$ cat src/rtl/axi_r_cluster_splitter_pkg.sv
// Shared types and helpers for the AXI R-channel cluster splitter.
package axi_r_cluster_splitter_pkg;

  typedef enum logic {
    IDLE   = 1'b0,
    ACTIVE = 1'b1
  } split_state_e;

  // Pointer width that stays legal for a single-entry FIFO.
  function automatic int ptr_w(input int depth);
    return (depth > 1) ? $clog2(depth) : 1;
  endfunction

endpackage

$ cat src/rtl/axi_r_cluster_splitter_r_split_fifo.sv
// Per-cluster synchronous FIFO; control is reset, storage is not.
module r_split_fifo
  import axi_r_cluster_splitter_pkg::*;
#(
  parameter int Width = 37,
  parameter int Depth = 2
) (
  input  logic             clk_i,
  input  logic             rst_i,
  input  logic             push_i,
  input  logic [Width-1:0] data_i,
  output logic             full_o,
  input  logic             pop_i,
  output logic [Width-1:0] data_o,
  output logic             empty_o
);

  localparam int PtrW = ptr_w(Depth);
  localparam int CntW = $clog2(Depth + 1);

  logic [Width-1:0] mem_q [Depth];
  logic [PtrW-1:0]  wr_ptr_q;
  logic [PtrW-1:0]  rd_ptr_q;
  logic [CntW-1:0]  count_q;
  logic             do_push;
  logic             do_pop;

  function automatic logic [PtrW-1:0] ptr_inc(input logic [PtrW-1:0] p);
    return (p == PtrW'(Depth - 1)) ? '0 : p + 1'b1;
  endfunction

  assign full_o  = (count_q == CntW'(Depth));
  assign empty_o = (count_q == '0);
  assign do_push = push_i && !full_o;
  assign do_pop  = pop_i && !empty_o;
  assign data_o  = mem_q[rd_ptr_q];

  always_ff @(posedge clk_i) begin
    if (rst_i) begin
      wr_ptr_q <= '0;
      rd_ptr_q <= '0;
      count_q  <= '0;
    end else begin
      if (do_push) wr_ptr_q <= ptr_inc(wr_ptr_q);
      if (do_pop)  rd_ptr_q <= ptr_inc(rd_ptr_q);
      case ({do_push, do_pop})
        2'b10:   count_q <= count_q + 1'b1;
        2'b01:   count_q <= count_q - 1'b1;
        default: count_q <= count_q;
      endcase
    end
  end

  always_ff @(posedge clk_i) begin
    if (do_push) mem_q[wr_ptr_q] <= data_i;
  end

endmodule

$ cat src/rtl/axi_r_cluster_splitter.sv
// Splits aligned full-width R beats into per-cluster slices with byte strobes
// and a last flag derived from the transfer byte count; one FIFO per cluster.
module axi_r_cluster_splitter
  import axi_r_cluster_splitter_pkg::*;
#(
  parameter int NrClusters   = 4,
  parameter int AxiDataWidth = 128,
  parameter int FifoDepth    = 2,
  parameter int MaxBytes     = 4096,
  localparam int AxiBytes    = AxiDataWidth / 8,
  localparam int ClBytes     = AxiBytes / NrClusters,
  localparam int CntW        = $clog2(MaxBytes + 1)
) (
  input  logic                            clk_i,
  input  logic                            rst_i,
  input  logic                            cmd_valid_i,
  output logic                            cmd_ready_o,
  input  logic [CntW-1:0]                 cmd_bytes_i,
  input  logic                            r_valid_i,
  output logic                            r_ready_o,
  input  logic [AxiDataWidth-1:0]         r_data_i,
  input  logic                            r_last_i,
  output logic [NrClusters-1:0]           cl_valid_o,
  input  logic [NrClusters-1:0]           cl_ready_i,
  output logic [NrClusters*ClBytes*8-1:0] cl_data_o,
  output logic [NrClusters*ClBytes-1:0]   cl_strb_o,
  output logic [NrClusters-1:0]           cl_last_o,
  output logic                            busy_o,
  output logic                            last_err_o
);

  localparam int ClW = ClBytes * 8;

  typedef logic [CntW-1:0] cnt_t;

  typedef struct packed {
    logic [ClW-1:0]     data;
    logic [ClBytes-1:0] strb;
    logic               last;
  } r_split_entry_t;

  split_state_e    state_q;
  cnt_t            bytes_left_q;
  logic            cmd_ready_q;
  logic            busy_q;
  logic            last_err_q;
  logic            r_hs;
  logic            beat_last;
  logic [NrClusters-1:0] full;
  logic [NrClusters-1:0] empty;
  r_split_entry_t  push_entry [NrClusters];
  r_split_entry_t  pop_entry  [NrClusters];

  // Remaining byte count after one beat, clamped at zero.
  function automatic cnt_t sat_sub_beat(input cnt_t left);
    if (int'(left) > AxiBytes) return left - cnt_t'(AxiBytes);
    else return '0;
  endfunction

  assign beat_last   = (int'(bytes_left_q) <= AxiBytes);
  assign r_ready_o   = (state_q == ACTIVE) && !(|full);
  assign r_hs        = r_valid_i && r_ready_o;
  assign cmd_ready_o = cmd_ready_q;
  assign busy_o      = busy_q;
  assign last_err_o  = last_err_q;

  always_comb begin
    for (int c = 0; c < NrClusters; c++) begin
      push_entry[c]      = '0;
      push_entry[c].data = r_data_i[c*ClW +: ClW];
      for (int b = 0; b < ClBytes; b++) begin
        push_entry[c].strb[b] = ((c * ClBytes + b) < int'(bytes_left_q));
      end
      push_entry[c].last = beat_last;
    end
  end

  always_ff @(posedge clk_i) begin
    if (rst_i) begin
      state_q      <= IDLE;
      bytes_left_q <= '0;
      cmd_ready_q  <= 1'b1;
      busy_q       <= 1'b0;
      last_err_q   <= 1'b0;
    end else begin
      case (state_q)
        IDLE: begin
          // A zero-byte command is accepted and dropped.
          if (cmd_valid_i && cmd_bytes_i != '0) begin
            bytes_left_q <= cmd_bytes_i;
            state_q      <= ACTIVE;
            cmd_ready_q  <= 1'b0;
            busy_q       <= 1'b1;
          end
        end
        ACTIVE: begin
          if (r_hs) begin
            bytes_left_q <= sat_sub_beat(bytes_left_q);
            if (r_last_i != beat_last) last_err_q <= 1'b1;
            if (beat_last) begin
              state_q     <= IDLE;
              cmd_ready_q <= 1'b1;
              busy_q      <= 1'b0;
            end
          end
        end
        default: state_q <= IDLE;
      endcase
    end
  end

  // Cluster FIFO stage: every FIFO pushes in lockstep, pops independently.
  for (genvar c = 0; c < NrClusters; c++) begin : g_cl
    r_split_fifo #(
      .Width($bits(r_split_entry_t)),
      .Depth(FifoDepth)
    ) u_fifo (
      .clk_i  (clk_i),
      .rst_i  (rst_i),
      .push_i (r_hs),
      .data_i (push_entry[c]),
      .full_o (full[c]),
      .pop_i  (cl_ready_i[c]),
      .data_o (pop_entry[c]),
      .empty_o(empty[c])
    );

    assign cl_valid_o[c]                  = !empty[c];
    assign cl_data_o[c*ClW +: ClW]        = pop_entry[c].data;
    assign cl_strb_o[c*ClBytes +: ClBytes] = pop_entry[c].strb;
    assign cl_last_o[c]                   = pop_entry[c].last;
  end

endmodule

$ cat config.mk
export PLATFORM = sky130hd
export DESIGN_NAME = axi_r_cluster_splitter
export DESIGN_NICKNAME = d
export VERILOG_FILES = /design/src/rtl/axi_r_cluster_splitter_pkg.sv /design/src/rtl/axi_r_cluster_splitter_r_split_fifo.sv /design/src/rtl/axi_r_cluster_splitter.sv
export SDC_FILE = /design/constraint.sdc
export NUM_CORES = 1
export LEC_CHECK = 0
export ABC_AREA = 1
export CAP_MARGIN = 40
export CELL_PAD_IN_SITES_DETAIL_PLACEMENT = 1
export CELL_PAD_IN_SITES_GLOBAL_PLACEMENT = 2
export CORE_UTILIZATION = 35
export CTS_BUF_LIST = sky130_fd_sc_hd__clkbuf_16
export CTS_CLUSTER_SIZE = 24
export DETAILED_ROUTE_END_ITERATION = 8
export PLACE_DENSITY_LB_ADDON = 0.2
export SKIP_LAST_GASP = 1
export SYNTH_ARGS = -nofsm -noshare
export SYNTH_HDL_FRONTEND = slang
export SYNTH_HIERARCHICAL = 1
export SYNTH_SLANG_ARGS = --single-unit
$ cat constraint.sdc
create_clock -name clk_i -period 4.5 [get_ports clk_i]
set_clock_uncertainty 0.05 [all_clocks]
set_input_delay 0.45 -clock clk_i [delete_from_list [all_inputs] [get_ports clk_i]]
set_output_delay 0.45 -clock clk_i [all_outputs]
set_load 0.02 [all_outputs]
==> reports/summary.txt, run 1 <==
Drt wl/cell: 17.69 um
RSZ-0062 raised after global routing: false
DR vias/cell: 4.443
Power density cells: 452.3 nW/um^2
I/O Pins: 306
Initial antenna violation count: 0
Setup_tns: 0 ns
GR peak layer: met2
Synthesized flop and latch total: 333
Async SR Flop Fraction: 0
Max_slew headroom: 0.4384
WL final: 30,240 um
Synth Cell Area: 13,540 sq um
Top cell type by total area after synthesis: edfxtp_1
Area post-placement: 17,090 sq um
DR iter-0 viols: 266
GRT overflow: 0
Overall global routing resource usage: 0.1510
Tcrit/Tclk final: 0.7112
WP data required: 4.00 ns
Static Leakage: 0.006655 uW
CTS root buf: clkbuf_16
Dominant register cell in the synthesized netlist: edfxtp_1
Die footprint: 39,480 sq um
Commonest non-fill, non-tap cell in the layout: clkdlybuf4s50_1
Rows: 71
Met2 Usage GRT: 0.2606
Max-Cap Viols: 0
Most frequent cells in the layout: 305 x clkdlybuf4s50_1, 296 x edfxtp_1, 120 x mux2_4, 102 x nor2_1, 90 x nand2_1
Post-layout util: 0.4827
Number of global-route vias before repair: 7,968
Final setup viols: 0
Ant diodes: 0
Critical Path AT: 2.70 ns
Min cycle time layout: 3.200 ns
Synthesis Warnings: 6
Reg-to-reg endpoint: g_cl[0].u_fifo/mem_q[1][9]
Synth area leaders: edfxtp_1 66%, mux2_4 13%, dfxtp_1 5.5%
Mapped Nets: 992
Die width: 198.7 um
Post-synth EDFFs: 296
Critical path class: flop to primary output
Met1 Use GR: 0.1864
Synth Area per Inst: 16.20 sq um
Core outline area: 37,840 sq um
TritonCTS buffer count: 38
Gp weighted congestion: 0.7123
Routed via count: 7,598
Cell variety after synth: 31
Ratio of cells with drive above 1 in the final layout: 0.1893
HP Class: flop to flop
Clk Latency, worst-skew pair: 0.54 ns
Buffer depth of the longest clock path: 3
H-tree depth: 2
Crit start category: flop
Hold wc startpoint: last_err_o
Worst Tran Pin Value: 0.8404 ns
Final HPWL DP: 21,370 um
Global-route wire length before repair: 44,860 um
Largest net degree at the start of global routing: 38
Max FO, Critical Path: 25
Die H: 198.7 um
Clock slew at reported path FFs: 0.06 ns
# DRC: 0
Post-CTS Hold Buffers: 0
Final Max Slew Viols: 0
Sequential area share after synthesis: 0.7111
Yosys top cell area share: 0.6564
Area Overhead vs Synth: 34.90%
Post-CTS sizing: 0
# nets final: 1,330
CTS tree: built
Worst Hold Path EP: last_err_o
Status: completed
VDD IR-drop max: 247.5 uV
Design area: 18,270 sq um
Cells after synthesis: 836
Fmax: 312.5 MHz
GRT met3 Usage: 0.03018
Post-route ant nets: 0
Worst r2r src: state_q
R2r setup slk: 1.39 ns
Buffers on Ports: 305
Min-Delay Path Depth: 2
Initial Utilization: 0.3578
Overall power: 8263 uW
Clock sink count: 333
Reg2Reg Depth: 10
Hold Violations, Final: 0
Pre-antenna DRT Iters: 4
Postcts setup bufs: 0
Crit. End Element: primary output
==> worst max-delay path, stage by stage, from the launching register on <==
cell	delay, ns
dfxtp_2	0.85
buf_4	0.40
mux2_4	0.32
clkdlybuf4s50_1	0.58
==> area by class of cell <==
cell class,instances,area (sq um)
Clock buffer,39,975.9
Timing Repair Buffer,319,3191
Fill cell,3777,19580
Multi-Input combinational cell,419,3386
Sequential cell,333,9634
Tap cell,511,639.4
Clock inverter,26,205.2
Inverter,63,236.5
==> cells by family (layout without fill, tap and decap cells) <==
family          Yosys count  in the layout  share of synthesized area
flops                   333            333                     0.7111
mux                     148            148                     0.1563
buf+inv                  84            447                    0.04111
simple gates            234            234                    0.07253
compound gates           25             25                   0.009517
fa+ha+maj                 6              6                   0.005544
xor+xnor                  6              6                   0.003881
==> routing by layer <==
metal / vias to the layer above / routed length, um / share of wire
met1: 3700 / 12810 / 0.42
met5: - / 0 / 0
li1: 3661 / - / -
met4: 0 / 744 / 0.025
met2: 188 / 15160 / 0.50
met3: 49 / 1527 / 0.050
==> cell usage after synthesis, types with 6 or more instances <==
library cell	instances
a21oi_1	12
buf_12	12
buf_6	6
dfxtp_1	37
edfxtp_1	296
ha_1	6
inv_1	61
mux2_2	28
mux2_4	120
nand2_1	90
nand3_1	16
nor2_1	106
o21ai_0	10
==> through the flow <==
stage / setup WS (ns) / instances / hold slack [ns]
3_3_place_gp: 1.315 / 1643 / 0.3918
3_5_place_dp: 1.271 / 1645 / 0.3938
5_1_grt: 1.136 / 1710 / 0.4171
6_report: 1.300 / 1710 / 0.3985
4_1_cts: 1.212 / 1710 / 0.4021
2_1_floorplan: 1.056 / 836 / 0.4164
==> registers in the layout, indices dropped and copies added, names as in the netlist, named ones only <==
name / cells
g_cl.u_fifo/rd_ptr_q: 4
bytes_left_q: 13
g_cl.u_fifo/wr_ptr_q: 4
state_q: 1
g_cl.u_fifo/mem_q: 296
cmd_ready_o: 1
g_cl.u_fifo/count_q: 8
busy_o: 1
last_err_o: 1
==> worst max-delay path by stage <==
stage,from,end,slack (ns),depth (start not counted)
finish,flop,cl_data_o[71],1.30,3
global route,g_cl[0].u_fifo/count_q[0],g_cl[0].u_fifo/mem_q[1][25],1.14,11
CTS,flop,cl_data_o[71],1.21,3
detailed placement,r_valid_i,g_cl[1].u_fifo/mem_q[0][16],1.27,8
global placement,r_valid_i,g_cl[1].u_fifo/mem_q[0][19],1.31,8
floorplan,g_cl[1].u_fifo/count_q[0],g_cl[0].u_fifo/mem_q[0][0],1.06,9
==> power by group <==
group / switching (uW) / total [uW] / internal [uW]
Sequential: 119 / 3690 / 3570
Clock: 1180 / 2920 / 1730
Combinational: 805 / 1660 / 852
Total: 2110 / 8260 / 6160
No activity file was read; power rests on OpenSTA's default activity.
==> run 2: changes to the inputs <==
==> constraint.sdc (replaced) <==
create_clock -name clk_i -period 3.1 [get_ports clk_i]
set_clock_uncertainty 0.05 [all_clocks]
set_input_delay 0.31 -clock clk_i [delete_from_list [all_inputs] [get_ports clk_i]]
set_output_delay 0.31 -clock clk_i [all_outputs]
set_load 0.02 [all_outputs]
==> reports/summary.txt, run 2 (synthesized netlist as in run 1, its figures left out) <==
Routed via count: 7,623
H-tree depth: 2
Crit start category: flop
Buffers on Ports: 305
RSZ-0062 raised after global routing: false
DR iter-0 viols: 296
Ratio of cells with drive above 1 in the final layout: 0.1902
Die footprint: 39,480 sq um
Post-route ant nets: 0
Min cycle time layout: 2.668 ns
Biggest register: g_cl.u_fifo/mem_q
Critical Path End: g_cl[1].u_fifo/count_q[1]
Critical Path AT: 3.08 ns
Largest net degree at the start of global routing: 38
HP Class: primary input to flop
GR peak layer: met2
# nets final: 1,331
Reg2Reg Depth: 14
Ant diodes: 0
Postcts setup bufs: 0
Global-route wire length before repair: 45,080 um
Final HPWL DP: 20,860 um
Status: completed
Pre-antenna DRT Iters: 6
Commonest non-fill, non-tap cell in the layout: clkdlybuf4s50_1
Most frequent cells in the layout: 305 x clkdlybuf4s50_1, 296 x edfxtp_1, 120 x mux2_4, 102 x nor2_1, 90 x nand2_1
Post-CTS sizing: 0
CP max-delay cell: dfxtp_1
DR vias/cell: 4.445
Crit path cell chain: inv_2 > or2_1 > nor2_2 > nand2_2 > inv_1 > inv_1 > nor2_1 > inv_1 > ha_1 > inv_1 > nand2_1 > nor2_1 > nor2_1 > nor2_1
Worst Tran Pin Value: 0.5356 ns
Largest register FFs: 296
Critical path class: flop to flop
I/O Pins: 306
GRT met3 Usage: 0.02899
Power density cells: 649.3 nW/um^2
# DRC: 0
Core outline area: 37,840 sq um
Gp weighted congestion: 0.7265
Max FO, Critical Path: 12
DP Cell Count: 1,646
CP delay by family, top: simple AND/OR/NAND/NOR gates
Final setup viols: 0
TritonCTS buffer count: 38
Crit. End Element: flop
Clk Latency, worst-skew pair: 0.52 ns
Fill cells: 3,809
Met1 Use GR: 0.1880
CP max stage delay: 0.37 ns
Die width: 198.7 um
Overall global routing resource usage: 0.1502
Setup_tns: 0 ns
CTS tree: built
Static Leakage: 0.006694 uW
Clock slew at reported path FFs: 0.06 ns
Clock sink count: 333
Number of global-route vias before repair: 8,059
Worst path depth: 14
Setup crit start: state_q
Buffer depth of the longest clock path: 3
Rows: 71
Area Overhead vs Synth: 35.56%
WL final: 29,960 um
Max-Cap Viols: 0
Initial Utilization: 0.3578
Final Max Slew Viols: 0
Initial antenna violation count: 0
Met2 Usage GRT: 0.2631
GRT overflow: 0
Tcrit/Tclk final: 0.8607
Worst r2r src: state_q
WP data required: 3.51 ns
Min-Delay Path Depth: 1
Hold Violations, Final: 0
Fin cells: 1,715
CTS root buf: clkbuf_16
Die H: 198.7 um
Reg-to-reg endpoint: g_cl[1].u_fifo/count_q[1]
R2r setup slk: 0.43 ns
Fmax: 374.8 MHz
Post-CTS Hold Buffers: 0
Worst path bufs/invs: 5
Top flop regs: g_cl.u_fifo/mem_q: 296 flops, bytes_left_q: 13 flops, g_cl.u_fifo/count_q: 8 flops
Drt wl/cell: 17.47 um
Max_slew headroom: 0.6421
VDD IR-drop max: 374.8 uV
## run 2: cell types whose count changed in the layout (fill, tap and decap cells not counted), sizes merged
cell      change
clkinv        -2
clkinvlp      +1
buf           +1
bufinv        -2
clkbuf        +2
inv           +5
## run 2: how the worst min path moves through the flow
stage                       startpoint                           to  slack [ns]
after floorplan            r_data_i[5]  g_cl[0].u_fifo/mem_q[0][10]        0.36
after global placement      last_err_o                   last_err_o        0.41
after detailed placement    last_err_o                   last_err_o        0.41
after CTS                 r_data_i[27]  g_cl[0].u_fifo/mem_q[0][32]        0.29
after global routing      r_data_i[27]  g_cl[0].u_fifo/mem_q[0][32]        0.29
final                     r_data_i[27]  g_cl[0].u_fifo/mem_q[0][32]        0.32
## run 2: per-stage QoR
stage | worst slack (ns) | util | power [uW] | hold slack, ns | cell area, sq um
after CTS | 0.4037 | 0.4851 | 12140 | 0.2894 | 18360
final | 0.4319 | 0.4851 | 11920 | 0.3179 | 18360
after global placement | 0.5456 | 0.4541 | 7890 | 0.4111 | 17190
after detailed placement | 0.4601 | 0.4541 | 7929 | 0.4115 | 17190
after floorplan | 0.2693 | - | 6900 | 0.3589 | 13550
after global routing | 0.1363 | 0.4851 | 12440 | 0.2945 | 18360
## run 2: power by group
group	internal, uW	switching [uW]	total (uW)
Combinational	1260	1240	2500
Sequential	5180	105	5280
Clock	2450	1690	4140
## run 2: routing by layer
metal / vias up / part of all wire
li1: 3665 / -
met1: 3737 / 0.42
met2: 181 / 0.51
met3: 40 / 0.049
met4: 0 / 0.015
met5: - / 0
## run 2: layout make-up
| type | count | area [sq um] | area share |
|---|---|---|---|
| sequential | 333 | 9634 | 0.5248 |
| multi-input combinational | 419 | 3386 | 0.1844 |
| timing repair buffer | 320 | 3291 | 0.1793 |
| clock buffer | 41 | 1026 | 0.05589 |
| tap | 511 | 639.4 | 0.03483 |
| inverter | 63 | 236.5 | 0.01288 |
| clock inverter | 28 | 145.1 | 0.007906 |
==> run 3: changes to the inputs <==
--- a/config.mk
+++ b/config.mk
@@ -19,3 +19,4 @@
 export SYNTH_HDL_FRONTEND = slang
 export SYNTH_HIERARCHICAL = 1
 export SYNTH_SLANG_ARGS = --single-unit
+export TNS_END_PERCENT = 20
==> reports/summary.txt, run 3 (synthesized netlist as in run 1, its figures left out) <==
Postcts setup bufs: 0
Min Hold Slack: 0.3195 ns
Global-route wire length before repair: 44,480 um
CP max-delay cell: dfxtp_2
DR iter-0 viols: 308
Post-CTS Hold Buffers: 0
Buffers on Ports: 305
Critical Path AT: 2.41 ns
Worst Tran Pin Value: 0.5177 ns
Switching Fraction: 0.2510
Clock sink count: 333
Initial Utilization: 0.3578
Initial antenna violation count: 1
CTS tree: built
Post-route ant nets: 0
# DRC: 0
R2r setup slk: 0.42 ns
Core outline area: 37,840 sq um
Max FO, Critical Path: 17
Setup_tns: 0 ns
Top flop regs: g_cl.u_fifo/mem_q: 296 flops, bytes_left_q: 13 flops, g_cl.u_fifo/count_q: 8 flops
P_sw: 3026 uW
Commonest non-fill, non-tap cell in the layout: clkdlybuf4s50_1
Status: completed
Critical path class: flop to primary output
Clock power share: 0.354
Hold wc startpoint: r_data_i[107]
H-tree depth: 2
Buffer depth of the longest clock path: 3
RSZ-0062 raised after global routing: false
Reg-to-reg endpoint: g_cl[0].u_fifo/count_q[1]
Clock slew at reported path FFs: 0.06 ns
# nets final: 1,330
CTS root buf: clkbuf_16
Routed via count: 7,585
Drt wl/cell: 17.43 um
Ratio of cells with drive above 1 in the final layout: 0.1918
CP max stage delay: 0.65 ns
Fin cells: 1,711
Reg2Reg Depth: 14
WL final: 29,830 um
Min cycle time layout: 2.768 ns
Largest register FFs: 296
Crit start category: flop
Biggest register: g_cl.u_fifo/mem_q
Static Leakage: 0.006679 uW
Overall power: 12,050 uW
Max-Cap Viols: 0
Largest net degree at the start of global routing: 38
Multi-input gate area: 3386 sq um
Final HPWL DP: 20,480 um
Fmax: 361.3 MHz
DR vias/cell: 4.433
Min-Delay Path Depth: 1
DP Cell Count: 1,646
WP data required: 2.74 ns
Reg power frac: 0.441
VDD IR-drop max: 434.4 uV
Final Max Slew Viols: 0
Most frequent cells in the layout: 305 x clkdlybuf4s50_1, 296 x edfxtp_1, 120 x mux2_4, 102 x nor2_1, 90 x nand2_1
Die H: 198.7 um
Gp weighted congestion: 0.7131
TritonCTS buffer count: 37
Final setup viols: 0
Pint: 9028 uW
Post-CTS sizing: 0
Area Overhead vs Synth: 35.78%
Fill cells: 3,778
GRT overflow: 0
Max_slew headroom: 0.6549
Combinational share of power: 0.205
Power density cells: 655.5 nW/um^2
Worst Hold Path EP: g_cl[3].u_fifo/mem_q[0][16]
I/O Pins: 306
FF/Latch Area: 9634 sq um
Pre-antenna DRT Iters: 4
Rows: 71
Number of global-route vias before repair: 7,794
Crit path cell chain: buf_4 > mux2_4 > clkdlybuf4s50_1
Crit. End Element: primary output
Tcrit/Tclk final: 0.8929
HP Class: primary input to flop
Die width: 198.7 um
Worst r2r src: g_cl[1].u_fifo/count_q[0]
Clk Latency, worst-skew pair: 0.52 ns
Hold Violations, Final: 0
Post-layout util: 0.4859
Overall global routing resource usage: 0.1486
Die footprint: 39,480 sq um
## run 3: changes by cell type in the layout (fill, tap and decap cells not counted), sizes merged
cell      previous run  this run
clkinv              13        15
diode                0         1
clkinvlp             1         0
clkbuf              41        39
bufinv               1         4
inv                 76        69
## run 3: final cells by class
| cell class | instances | share of cell area |
|---|---|---|
| flip-flops and latches | 333 | 0.5240 |
| multi-input cells | 419 | 0.1841 |
| repair buffers | 320 | 0.1796 |
| clock buffers | 39 | 0.05308 |
| well taps | 511 | 0.03477 |
| inverters | 63 | 0.01286 |
| clock inverters | 25 | 0.01143 |
| diodes | 1 | 0.0001361 |
## run 3: power groups by stage
stage | logic [uW] | registers (uW) | clock network [uW]
4_1_cts | 2520 | 5330 | 4420
2_1_floorplan | 1550 | 5350 | 0
3_5_place_dp | 2510 | 5420 | 0
6_report | 2470 | 5320 | 4270
5_1_grt | 2640 | 5350 | 4570
3_3_place_gp | 2480 | 5400 | 0
## run 3: worst max path at each step
stage / from / endpoint / slack (ns) / cells past startpoint
floorplan: g_cl[1].u_fifo/count_q[0] / g_cl[1].u_fifo/mem_q[0][0] / -0.34 / 9
finish: flop / cl_data_o[1] / 0.33 / 3
global route: state_q / g_cl[0].u_fifo/count_q[1] / 0.07 / 14
global placement: state_q / g_cl[1].u_fifo/count_q[1] / 0.53 / 14
detailed placement: g_cl[1].u_fifo/count_q[0] / g_cl[2].u_fifo/count_q[1] / 0.42 / 14
CTS: flop / cl_data_o[15] / 0.24 / 3
## run 3: worst max-delay path, delay by kind of cell (launching register included)
| family | cells | cell delay (ns) |
|---|---|---|
| flops | 1 | 0.65 |
| mux | 1 | 0.32 |
| buf+inv | 2 | 0.90 |
## run 3: routing by layer
layer	part of all wire	routed length, um	up-vias	global-route usage
met2	0.50	14810	174	0.2510
met5	0	0	-	0
met4	0.021	627	0	0.04815
met3	0.043	1295	37	0.02713
met1	0.44	13100	3720	0.1926
li1	-	-	3654	-
## run 3: stage by stage
step,worst slack (ns),instance area [sq um]
2_1_floorplan,-0.3441,13540
3_3_place_gp,0.5304,17200
3_5_place_dp,0.4178,17200
4_1_cts,0.2356,18390
5_1_grt,0.06893,18390
6_report,0.3319,18390
==> edit 1, RTL diff (settings of run 2) <==
`FifoDepth`: 2 -> 1.
--- a/src/rtl/axi_r_cluster_splitter.sv
+++ b/src/rtl/axi_r_cluster_splitter.sv
@@ -5,7 +5,7 @@
 #(
   parameter int NrClusters   = 4,
   parameter int AxiDataWidth = 128,
-  parameter int FifoDepth    = 2,
+  parameter int FifoDepth    = 1,
   parameter int MaxBytes     = 4096,
   localparam int AxiBytes    = AxiDataWidth / 8,
   localparam int ClBytes     = AxiBytes / NrClusters,
Function: changed (a bounded check fails within 4 cycles, from zero or initial values and one cycle with rst_i high).
==> edit 1 against run 2 <==
Synthesized area shrank 56%; global-route usage grew 7.4 points; sequential share of layout area shrank 2.9 points; critical path depth shrank 6; routed wire length shrank 37%; core utilization grew 11 points; setup slack gained 0.18 ns; power shrank 53%; final area shrank 47%; sequential cell count shrank 164.
==> edit 1: results (changes against run 2) <==
placement:
  placed_cell_area_um2: 9240  # -46%
  routabilityCongestion: 0.804  # +11%
  pre_cts_slack_ns: 0.618  # +0.158 ns
global_route:
  grt_pass1_wl_um: 28000  # -38%
  track_usage_pct: 22.4  # +7.4 points
route:
  vias: 4237  # -44%
  drt_iter0_markers: 225  # -24%
  via_per_inst: 4.47  # +0.66%
clocking:
  cts_buffer_depth: 2  # -1
  worstSkewPairLatency_ns: 0.43  # -0.09 ns
finish:
  drive_gt1_share_pct: 7.29  # -12 points
  largest_register_ffs: 148  # -50%
  fillers: 1620  # -57%
power_and_ir_drop:
  peakVddDrop_mv: 0.490  # +31%
  p_int_mw: 4.25  # -52%
yosys:
  synthTopCellsByCount: "edfxtp_1 (148), nand2_1 (62), nor2_1 (50)"
  synthAdderAreaFrac_pct: 0.423  # -0.13 points
  synth.distinct_cells: 28  # -9.7%
  synth-compound-area-share_pct: 2.09  # +1.1 points
  synth_xor_area_share_pct: 0.889  # +0.50 points
  ys_seq_area_share_pct: 82.3  # +11 points
  muxShareOfSynthArea_pct: 0  # -16 points
setup_path:
  cp_slowest_stage_delay_ns: 0.42  # +0.05 ns
  crit_end: "g_cl[3].u_fifo/mem_q[0][6]$_DFFE_PP_"
  slowest_stage: "buf_4"
status:
  status: "complete, no violations"
timing:
  finalCriticalPeriod_ns: 2.49  # -0.176 ns
  holdWs_ns: 0.384  # +0.0658 ns
==> edit 1: changes by cell type after synthesis, sizes merged, moves of 16 or more <==
| cell | run 2 | this run |
|---|---|---|
| dfxtp | 37 | 21 |
| inv | 62 | 38 |
| buf | 20 | 4 |
| nand2 | 95 | 71 |
| nor2 | 108 | 52 |
| edfxtp | 296 | 148 |
| mux2 | 148 | 0 |
==> edit 1: cell families after synthesis <==
| logic type | count (synthesis) |
|---|---|
| buffers and inverters | 44 |
| adder cells (fa/ha/maj) | 2 |
| AO/OA/AOI/OAI | 21 |
| flip-flops | 169 |
| AND/OR/NAND/NOR | 150 |
| XOR/XNOR | 6 |
==> edit 1: final cells by class <==
cell class,instances,area (µm²),share of cell area (%)
sequential,169,4860,49.5
clock inverter,14,156,1.59
clock buffer,17,425,4.33
timing repair buffer,309,3080,31.4
multi-input combinational,179,868,8.84
tap,220,275,2.80
inverter,39,146,1.49
==> edit 1: critical path: cells and delay by family (launching register included) <==
kind          cells  cell delay, ns
buf+inv           4            1.02
flops             1            0.38
simple gates      4            0.68
==> edit 1: worst min-delay path by stage <==
stage / start / endpoint
after floorplan: rst_i / g_cl[0].u_fifo/full_o$_SDFFE_PP0P_
after global placement: last_err_o$_SDFFE_PP0P_ / last_err_o$_SDFFE_PP0P_
after detailed placement: busy_o$_SDFFE_PP0P_ / busy_o$_SDFFE_PP0P_
after CTS: r_data_i[103] / g_cl[3].u_fifo/mem_q[0][12]$_DFFE_PP_
after global routing: r_data_i[39] / g_cl[1].u_fifo/mem_q[0][12]$_DFFE_PP_
final: r_data_i[106] / g_cl[3].u_fifo/mem_q[0][15]$_DFFE_PP_
==> edit 1: per-layer routing <==
layer	vias to the layer above	global-route usage, %	part of all wire [%]	wire [µm]
li1	2005	-	-	-
met4	0	10.8	3.2	601
met1	2016	23.2	37	6950
met5	-	0	0	0
met3	37	7.04	6.4	1210
met2	179	40.9	53	10000
==> edit 1: power groups by stage <==
stage	Clock [mW]	Sequential, mW	Combinational [mW]
final	2.12	2.66	0.771
after global routing	2.25	2.67	0.829
after CTS	2.17	2.67	0.782
after global placement	0	2.71	0.756
after detailed placement	0	2.71	0.774
after floorplan	0	2.81	0.233
==> edit 2, RTL diff (config.mk and constraints of run 2) <==
Without the edit above. Register the output `last_err_o` once more, cleared by the reset; this adds one clock of latency there. The other outputs are not delayed to match.
--- a/src/rtl/axi_r_cluster_splitter.sv
+++ b/src/rtl/axi_r_cluster_splitter.sv
@@ -62,7 +62,13 @@
   assign r_hs        = r_valid_i && r_ready_o;
   assign cmd_ready_o = cmd_ready_q;
   assign busy_o      = busy_q;
-  assign last_err_o  = last_err_q;
+  always_ff @(posedge clk_i) begin
+    if (rst_i) begin
+      last_err_o <= '0;
+    end else begin
+      last_err_o <= last_err_q;
+    end
+  end
 
   always_comb begin
     for (int c = 0; c < NrClusters; c++) begin
Behaviour: not the same (a bounded check fails within 4 cycles, from zero or initial values and one cycle with rst_i high).
==> edit 2 against run 2 <==
Die area up 0.57%; synthesized area up 0.58%; final area up 0.94%; setup slack worse by 0.084 ns; routed wire length down 0.59%; synthesized cell count up 0.48%; power up 3.5%; sequential cell count up 1; critical path type is now reg -> out; critical endpoint is now cl_strb_o[13]; largest cell class unchanged; largest power group unchanged.
==> edit 2: results (changes against run 2) <==
status:
  status: "complete, no violations"
route:
  routedWlPerCell_um: 17.3  # -0.88%
  drt_iter0_markers: 255  # -14%
  vias: 7615  # -0.10%
clocking:
  post_cts_resized: 0  # unchanged
yosys:
  synthTopCellsByCount: "edfxtp_1 (296), mux2_4 (120), nor2_1 (91)"
  synth_nets: 996  # +0.40%
  synth_top_area_share_pct: 65.3  # -0.38 points
  synth.distinct_cells: 29  # -6.5%
  ys_seq_area_share_pct: 70.8  # -0.26 points
  synth.area.top_cells: "edfxtp_1 (65%), mux2_4 (13%), dfxtp_1 (5.6%)"
global_route:
  grt_pass1_vias: 7983  # -0.94%
  grt_pass1_wl_um: 44400  # -1.6%
  antenna_found_initial: 1  # +1
  track_usage_pct: 14.9  # -0.17 points
worst_hold_path:
  hold_end: "g_cl[1].u_fifo/mem_q[1][23]$_DFFE_PP_"
  hp-start: "r_data_i[50]"
placement:
  routabilityCongestion: 0.728  # +0.18%
  placed_cell_area_um2: 17300  # +0.54%
  dp_hpwl_um: 20800  # -0.12%
setup_path:
  r2r-end: "g_cl[0].u_fifo/count_q[1]$_SDFFE_PP0P_"
  rr_startpoint: "g_cl[1].u_fifo/count_q[0]$_SDFFE_PP0P_"
  reg2reg_slack_ns: 0.57  # +0.14 ns
  cp.arrival_ns: 2.39  # -0.69 ns
  critPathMaxFanout: 16  # +4
  reg2regPathDepth: 16  # +2
finish:
  drive_gt1_share_pct: 20.6  # +1.6 points
timing:
  relSlewSlack_pct: 59.0  # -5.2 points
power_and_ir_drop:
  p_leak_nw: 6.80  # +1.5%
[edit 2: changes by cell type after synthesis, moves of 4 or more]
cell,delta
nand3_1,-6
inv_1,+10
o21ai_0,+6
nor2_4,+5
nor2_1,-15
nand2_4,+4
nand2_1,-4
[edit 2: where the power goes]
group	total, mW	switching (mW)	internal, mW
logic	2.56	1.26	1.30
registers	5.35	0.148	5.20
clock network	4.43	1.72	2.71
total	12.3	3.13	9.21
[edit 2: how the worst max path moves through the flow]
stage	from	end	slack [ns]
floorplan	g_cl[1].u_fifo/count_q[0]$_SDFFE_PP0P_	g_cl[0].u_fifo/mem_q[0][0]$_DFFE_PP_	0.27
global placement	r_valid_i	g_cl[1].u_fifo/mem_q[1][13]$_DFFE_PP_	0.61
detailed placement	g_cl[1].u_fifo/count_q[1]$_SDFFE_PP0P_	g_cl[1].u_fifo/mem_q[1][12]$_DFFE_PP_	0.56
CTS	flop	cl_strb_o[13]	0.26
global route	flop	cl_strb_o[15]	0.23
finish	flop	cl_strb_o[13]	0.35
[edit 2: cell type report]
cell class | count | area [µm²] | area share, %
Clock buffer | 41 | 1030 | 5.54
Sequential cell | 334 | 9650 | 52.1
Multi-Input combinational cell | 410 | 3390 | 18.3
Inverter | 75 | 282 | 1.52
Tap cell | 511 | 639 | 3.45
Timing Repair Buffer | 321 | 3310 | 17.9
Clock inverter | 28 | 225 | 1.22
[edit 2: metrics by stage]
| step | setup WS, ns | instances | hold WS, ns | total power [mW] | util [%] |
|---|---|---|---|---|---|
| floorplan | 0.275 | 840 | 0.329 | 7.00 | - |
| global placement | 0.613 | 1651 | 0.406 | 8.02 | 45.4 |
| detailed placement | 0.561 | 1651 | 0.415 | 8.06 | 45.4 |
| CTS | 0.260 | 1720 | 0.257 | 12.6 | 48.7 |
| global route | 0.231 | 1720 | 0.280 | 12.9 | 48.7 |
| finish | 0.348 | 1720 | 0.301 | 12.3 | 48.7 |
[edit 2: critical path: stages (launching register included)]
cell	delay (ns)
dfxtp_2	0.65
buf_4	0.33
mux2_4	0.32
clkdlybuf4s50_1	0.57
[edit 2: cells by family (layout without fill, tap and decap cells)]
kind of cell,after synthesis,in the layout,synth area share (%)
compound gates,37,37,1.44
xor+xnor,5,5,0.321
fa+ha+maj,6,6,0.551
buf+inv,96,465,4.46
flops,334,334,70.8
mux,148,148,15.5
simple gates,214,214,6.83
[edit 2: per-layer routing]
| layer | track usage, % | part of all wire [%] |
|---|---|---|
| met5 | 0 | 0 |
| met4 | 5.36 | 1.8 |
| met3 | 3.11 | 5.3 |
| met2 | 25.7 | 50 |
| met1 | 18.2 | 43 |
